File: config.mk
export PLATFORM = sky130hd
export DESIGN_NAME = mem_arbiter_rr
export DESIGN_NICKNAME = d
export VERILOG_FILES = /design/src/rtl/mem_arbiter_rr.sv
export SDC_FILE = /design/constraint.sdc
export NUM_CORES = 1
export LEC_CHECK = 0
export BUFFER_PORTS_ARGS = -buffer_cell sky130_fd_sc_hd__buf_2
export CAP_MARGIN = 20
export CORE_MARGIN = 8
export CORE_UTILIZATION = 45
export CTS_BUF_LIST = sky130_fd_sc_hd__clkbuf_4 sky130_fd_sc_hd__clkbuf_8
export DETAILED_ROUTE_END_ITERATION = 8
export PLACE_DENSITY = 0.7
export SKIP_CTS_REPAIR_TIMING = 1
export SLEW_MARGIN = 20
export SYNTH_ARGS = -nofsm -noshare
export SYNTH_HDL_FRONTEND = slang
export SYNTH_SLANG_ARGS = --single-unit
File: constraint.sdc
create_clock -name clk -period 7.4 [get_ports clk]
set_clock_uncertainty 0.05 [all_clocks]
set_input_delay 2.22 -clock clk [delete_from_list [all_inputs] [get_ports clk]]
set_output_delay 2.22 -clock clk [all_outputs]
set_load 0.02 [all_outputs]
File: src/rtl/mem_arbiter_rr.sv
// Round-robin arbiter of NUM_CH requestors onto one byte-serial RAM/IO bus; 1/2/4-byte reads and writes.
// Latency: read done at grant+n+2, write done at grant+n+1 (n = byte count); IO writes may wait in IO_WAIT.
// Backpressure: rdy=0 freezes everything; in_uart_full and the IO gap counter hold IO writes off the bus.
module mem_arbiter_rr #(
  parameter int                NUM_CH     = 3,
  parameter logic [NUM_CH-1:0] FLUSH_MASK = NUM_CH'(3'b011),
  parameter int                IO_GAP     = 2
) (
  input  logic                  clk,
  input  logic                  rst,
  input  logic                  rdy,
  input  logic [NUM_CH-1:0]     in_req_ce,
  input  logic [NUM_CH-1:0]     in_req_wr,
  input  logic [2*NUM_CH-1:0]   in_req_size,
  input  logic [NUM_CH-1:0]     in_req_signed,
  input  logic [32*NUM_CH-1:0]  in_req_addr,
  input  logic [32*NUM_CH-1:0]  in_req_data,
  input  logic                  in_misbranch,
  input  logic                  in_uart_full,
  input  logic [7:0]            in_ram_data,
  output logic                  out_ram_rw,
  output logic [31:0]           out_ram_address,
  output logic [7:0]            out_ram_data,
  output logic [NUM_CH-1:0]     out_done,
  output logic [31:0]           out_data
);

  localparam int PW = (NUM_CH > 1) ? $clog2(NUM_CH) : 1;
  localparam int GW = $clog2(IO_GAP + 2);

  typedef enum logic [2:0] {S_IDLE, S_READ, S_WRITE, S_IO_WAIT, S_DONE} state_t;

  state_t            state_q, state_n;
  logic [PW-1:0]     ptr_q, ptr_n, ch_q, ch_n, grant;
  logic              grant_vld;
  logic [31:0]       addr_q, addr_n, wdat_q, wdat_n, rbuf_q, rbuf_n, rbuf_ins;
  logic [1:0]        size_q, size_n;
  logic              sgn_q, sgn_n, io_q, io_n;
  logic [2:0]        cnt_q, cnt_n, n_cur;
  logic [GW-1:0]     gap_q, gap_n;
  logic              ram_rw_n;
  logic [31:0]       ram_addr_n, data_n;
  logic [7:0]        ram_dat_n;
  logic [NUM_CH-1:0] done_n;
  logic [1:0]        rd_k, wr_nk;
  logic [31:0]       g_addr, g_dat;
  logic [1:0]        g_size;
  logic              g_wr, g_sgn, g_io;

  function automatic logic [2:0] nbytes(input logic [1:0] size);
    case (size)
      2'd0:    return 3'd1;
      2'd1:    return 3'd2;
      default: return 3'd4;
    endcase
  endfunction

  function automatic logic [31:0] extend(input logic [31:0] raw, input logic [1:0] size, input logic sgn);
    case (size)
      2'd0:    return {{24{sgn & raw[7]}}, raw[7:0]};
      2'd1:    return {{16{sgn & raw[15]}}, raw[15:0]};
      default: return raw;
    endcase
  endfunction

  assign n_cur = nbytes(size_q);
  assign rd_k  = 2'(cnt_q - 3'd1);   // byte arriving this cycle was addressed last cycle
  assign wr_nk = 2'(cnt_q + 3'd1);

  // Round-robin search starting one past the last granted channel
  always_comb begin
    grant_vld = 1'b0;
    grant     = '0;
    for (int i = 1; i <= NUM_CH; i++) begin
      if (!grant_vld && in_req_ce[(int'(ptr_q) + i) % NUM_CH]) begin
        grant_vld = 1'b1;
        grant     = PW'((int'(ptr_q) + i) % NUM_CH);
      end
    end
  end

  // Fields of the granted channel and the read buffer with the incoming byte merged in
  always_comb begin
    g_addr   = in_req_addr[32*int'(grant) +: 32];
    g_dat    = in_req_data[32*int'(grant) +: 32];
    g_size   = in_req_size[2*int'(grant) +: 2];
    g_wr     = in_req_wr[grant];
    g_sgn    = in_req_signed[grant];
    g_io     = (g_addr[17:16] == 2'b11);
    rbuf_ins = rbuf_q;
    rbuf_ins[8*rd_k +: 8] = in_ram_data;
  end

  // Next-state and next-output logic; every output is registered below
  always_comb begin
    state_n    = state_q;
    ptr_n      = ptr_q;
    ch_n       = ch_q;
    addr_n     = addr_q;
    wdat_n     = wdat_q;
    rbuf_n     = rbuf_q;
    size_n     = size_q;
    sgn_n      = sgn_q;
    io_n       = io_q;
    cnt_n      = cnt_q;
    gap_n      = (gap_q != '0) ? gap_q - 1'b1 : gap_q;
    ram_rw_n   = out_ram_rw;
    ram_addr_n = out_ram_address;
    ram_dat_n  = out_ram_data;
    data_n     = out_data;
    done_n     = '0;
    case (state_q)
      S_IDLE: begin
        if (!in_misbranch && grant_vld) begin
          ptr_n  = grant;
          ch_n   = grant;
          addr_n = g_addr;
          wdat_n = g_dat;
          size_n = g_size;
          sgn_n  = g_sgn;
          io_n   = g_io;
          cnt_n  = 3'd0;
          rbuf_n = '0;
          if (!g_wr) begin
            state_n    = S_READ;
            ram_rw_n   = 1'b0;
            ram_addr_n = g_addr;
          end else if (g_io && (in_uart_full || gap_q != '0)) begin
            state_n = S_IO_WAIT;
          end else begin
            state_n    = S_WRITE;
            ram_rw_n   = 1'b1;
            ram_addr_n = g_addr;
            ram_dat_n  = g_dat[7:0];
          end
        end
      end
      S_IO_WAIT: begin
        if (!in_uart_full && gap_q == '0) begin
          state_n    = S_WRITE;
          ram_rw_n   = 1'b1;
          ram_addr_n = addr_q;
          ram_dat_n  = wdat_q[7:0];
          cnt_n      = 3'd0;
        end
      end
      S_WRITE: begin
        // cnt_q is the index of the byte currently on the bus
        if (cnt_q == n_cur - 3'd1) begin
          state_n      = S_DONE;
          ram_rw_n     = 1'b0;
          done_n[ch_q] = 1'b1;
          if (io_q) gap_n = GW'(IO_GAP);
        end else begin
          cnt_n      = cnt_q + 3'd1;
          ram_addr_n = addr_q + 32'(wr_nk);
          ram_dat_n  = wdat_q[8*wr_nk +: 8];
        end
      end
      S_READ: begin
        // cnt_q counts bus cycles; byte cnt_q-1 arrives while address cnt_q is shown
        if (in_misbranch && FLUSH_MASK[ch_q]) begin
          state_n = S_IDLE;
        end else begin
          if (cnt_q != 3'd0) rbuf_n = rbuf_ins;
          if (cnt_q == n_cur) begin
            state_n      = S_DONE;
            done_n[ch_q] = 1'b1;
            data_n       = extend(rbuf_ins, size_q, sgn_q);
          end else begin
            cnt_n = cnt_q + 3'd1;
            if ((cnt_q + 3'd1) < n_cur) ram_addr_n = addr_q + 32'(cnt_q) + 32'd1;
          end
        end
      end
      S_DONE:  state_n = S_IDLE;
      default: state_n = S_IDLE;
    endcase
  end

  // State and output registers; rdy low holds everything in place
  always_ff @(posedge clk) begin
    if (rst) begin
      state_q         <= S_IDLE;
      ptr_q           <= PW'(NUM_CH - 1);
      ch_q            <= '0;
      addr_q          <= '0;
      wdat_q          <= '0;
      rbuf_q          <= '0;
      size_q          <= '0;
      sgn_q           <= 1'b0;
      io_q            <= 1'b0;
      cnt_q           <= '0;
      gap_q           <= '0;
      out_ram_rw      <= 1'b0;
      out_ram_address <= '0;
      out_ram_data    <= '0;
      out_done        <= '0;
      out_data        <= '0;
    end else if (rdy) begin
      state_q         <= state_n;
      ptr_q           <= ptr_n;
      ch_q            <= ch_n;
      addr_q          <= addr_n;
      wdat_q          <= wdat_n;
      rbuf_q          <= rbuf_n;
      size_q          <= size_n;
      sgn_q           <= sgn_n;
      io_q            <= io_n;
      cnt_q           <= cnt_n;
      gap_q           <= gap_n;
      out_ram_rw      <= ram_rw_n;
      out_ram_address <= ram_addr_n;
      out_ram_data    <= ram_dat_n;
      out_done        <= done_n;
      out_data        <= data_n;
    end
  end

endmodule

==> metrics.yaml <==
status:
  status: "finished clean"
synthesis:
  avgSynthCellArea_sq_um: 7.550
  synth_ff_type: "dfxtp_1"
  synth_edf_count: 0
  ys_async_sr_fraction_pct: 0
  syn-cell-area_sq_um: 11420
  yosys_warnings: 0
  syn_nets: 1754
  syn_inst: 1513
  synth.distinct_cells: 78
  ys_seq_area_share_pct: 32.77
  synth-seq-cells: 187
timing:
  worst_slew_pin_slew_ns: 1.034
  hold_viol_final: 0
  timing.hold.ws_ns: 0.4022
  slew_headroom_pct: 31.08
  slew_viol_final: 0
  finalCritPeriodShare_pct: 68.04
  setup_viol: 0
  tns_ns: 0
  grt_setup_unrepaired: "no"
  fmax_mhz: 198.6
  post-route-min-period_ns: 5.035
worst_setup_path:
  path_class: "input pin to flop"
  cpMostUsedCell: "mux2i_1"
  crit_buf_inv: 2
  startpoint_type: "input pin"
  slowest_stage: "buf_4"
  worstPathCellList: "buf_2, mux2i_2, o211ai_1, a21oi_1, or2_4, buf_4, mux2i_1, a31oi_1, mux2i_1, nor2_1"
  crit_cells: 10
  r2r_cells: 11
  path_max_fanout: 37
  cp.required_ns: 7.68
  path_delay_family: "multiplexers"
  arrival_ns: 5.32
  critPathCaptureType: "flop"
  cpPeakStageDelay_ns: 0.65
place:
  place_congestion: 0.9345
  portBuffers: 295
  dp_cells: 2033
  hpwl_mm: 28.74
  place_area_sq_um: 12940
global_route:
  grt_pass1_vias: 11620
  grt_pass1_wl_mm: 61.82
  gr-total-overflow: 0
  grt_antenna_before_repair: 0
  grt_max_degree: 138
  track_usage_pct: 24.67
floorplan:
  num_rows: 58
  fp.dieW_um: 175.3
  core_area_sq_um: 25040
  start_util_pct: 45.63
  io_pins: 296
  dieArea_sq_um: 30740
  dieHeight_um: 175.3
clock_tree:
  tritoncts: "yes"
  cts.reportedPaths.clkPinSlew_ns: 0.10
  cts.sinks: 187
  cts-htree-levels: 4
  cts_buffers: 17
  clockBufferDepth: 2
  root_buffer: "clkbuf_8"
  worstSkewPairLatency_ns: 0.48
route:
  wl_mm: 39.05
  drtIter0Drc: 990
  vias: 11870
  avgRoutedWirePerCell_um: 18.90
  antenna_left: 0
  drt-pass1-iter-count: 5
  drc: 0
  vias_per_cell: 5.743
layout:
  mostFrequentLayoutCells: "buf_2 (294), a21oi_1 (199), nand2_1 (196)"
  final_cell_area_sq_um: 13410
  mostFrequentLayoutCell: "buf_2"
  area_growth_syn_to_layout_pct: 17.40
  fin_cells: 2066
  drive_gt1_share_pct: 22.93
  antenna_cells: 0
  final_nets: 1964
power_and_ir_drop:
  power.density_nw_per_um2: 398.8
  leakage_nw: 5.477
  total_power_mw: 5.349
  ir_worst_vdd_mv: 0.3847
min_path:
  hp-class: "flop to flop"
  hold_path_depth: 2
job:
  drv_cap: 0
-- power by group --
group / internal, mW / switching [mW]
Combinational: 1.08 / 1.92
Sequential: 1.26 / 0.287
Clock: 0.391 / 0.407
-- sequential cells by signal, indices dropped and copies added, names as in the netlist --
register,flops
addr_q,32
out_data,32
out_ram_address,32
rbuf_q,32
wdat_q,32
out_ram_data,8
cnt_q,3
out_done,3
state_q,3
gap_q,2
ptr_q,2
size_q,2
ch_q,1
io_q,1
out_ram_rw,1
sgn_q,1
-- synth_stat cells (4+ instances only) --
master    number  area, sq um
buf_2          8        40.04
nand3_1       58        290.3
nor3_1        39        195.2
ha_1          19        237.7
mux2i_1       81        810.8
a21o_1         6        45.04
o211a_1        5        50.05
nor2_1       189        709.4
a211oi_1      49        367.9
a211oi_2      19        237.7
o22ai_1        5        31.28
a311oi_2       5        75.07
buf_6          4        45.04
inv_1         55        206.5
o21a_1         6        45.04
o21ai_0       83        415.4
a31oi_1        9        56.30
nor4_1         4        25.02
buf_4         12        90.09
dfxtp_1      187         3744
a21oi_1      200         1001
and3_1         5        31.28
clkbuf_1      88        330.3
nand2b_1      13        81.33
nand2_1      197        739.5
a22oi_1        7        52.55
or3_1          9        56.30
nand3b_1       4        30.03
mux4_2         8        180.2
o211ai_1       8        60.06
nor2b_1        9        56.30
xor2_1         5        43.79
o31ai_1        6        45.04
o221ai_1      12        105.1
buf_1          7        26.28
a221oi_1       9        78.83
nand4_1       12        75.07
-- layout make-up --
| cell class | instances | area, sq um |
|---|---|---|
| sequential | 187 | 3744 |
| clock inverter | 13 | 207.7 |
| timing repair buffer | 310 | 1608 |
| fill | 2475 | 11620 |
| inverter | 56 | 210.2 |
| multi-input combinational | 1151 | 6974 |
| clock buffer | 19 | 255.2 |
| tap | 330 | 412.9 |
-- cells by family (layout without fill, tap and decap cells) --
logic type / count (synthesis) / in the layout / synth area share, %
adder cells (fa/ha/maj): 21 / 21 / 2.432
multiplexers: 91 / 91 / 8.894
AO/OA/AOI/OAI: 469 / 469 / 27.13
XOR/XNOR: 6 / 6 / 0.4600
buffers and inverters: 175 / 398 / 6.495
AND/OR/NAND/NOR: 564 / 564 / 21.82
flip-flops: 187 / 187 / 32.77
-- path summary, 6_finish.rpt --
kind | startpoint | to | slack, ns
min | out_data[3] | out_data[3] | 0.40
min reg2reg | out_data[3] | out_data[3] | 0.40
max reg2reg | cnt_q[0] | out_ram_address[22] | 2.41
max | in_req_ce[0] | out_ram_address[0] | 2.37
-- layer usage --
| layer | part of all wire, % | vias up | track usage (%) |
|---|---|---|---|
| li1 | - | 5811 | - |
| met1 | 44 | 5489 | 32.03 |
| met2 | 44 | 515 | 38.61 |
| met3 | 9.9 | 50 | 7.773 |
| met4 | 1.9 | 0 | 7.383 |
| met5 | 0 | - | 0 |
-- stage by stage --
step           worst slack (ns)  utilization, %
6_report                  2.365           53.57
5_1_grt                   1.932           53.57
4_1_cts                   2.375           53.52
3_5_place_dp              1.893           51.67
3_3_place_gp              1.985           51.64
2_1_floorplan             3.166               -
-- worst register-to-register path, stage by stage (launching register included) --
cell and delay [ns]:
dfxtp_1 0.90, inv_1 0.26, ha_1 0.89, inv_1 0.20
fa_1 0.47, nand3b_1 0.33, or4_1 0.58, or4_1 0.52
o32ai_1 0.15, o21ai_0 0.16, a2bb2oi_1 0.16, a211oi_1 0.23
No activity file was read; power rests on OpenSTA's default activity.
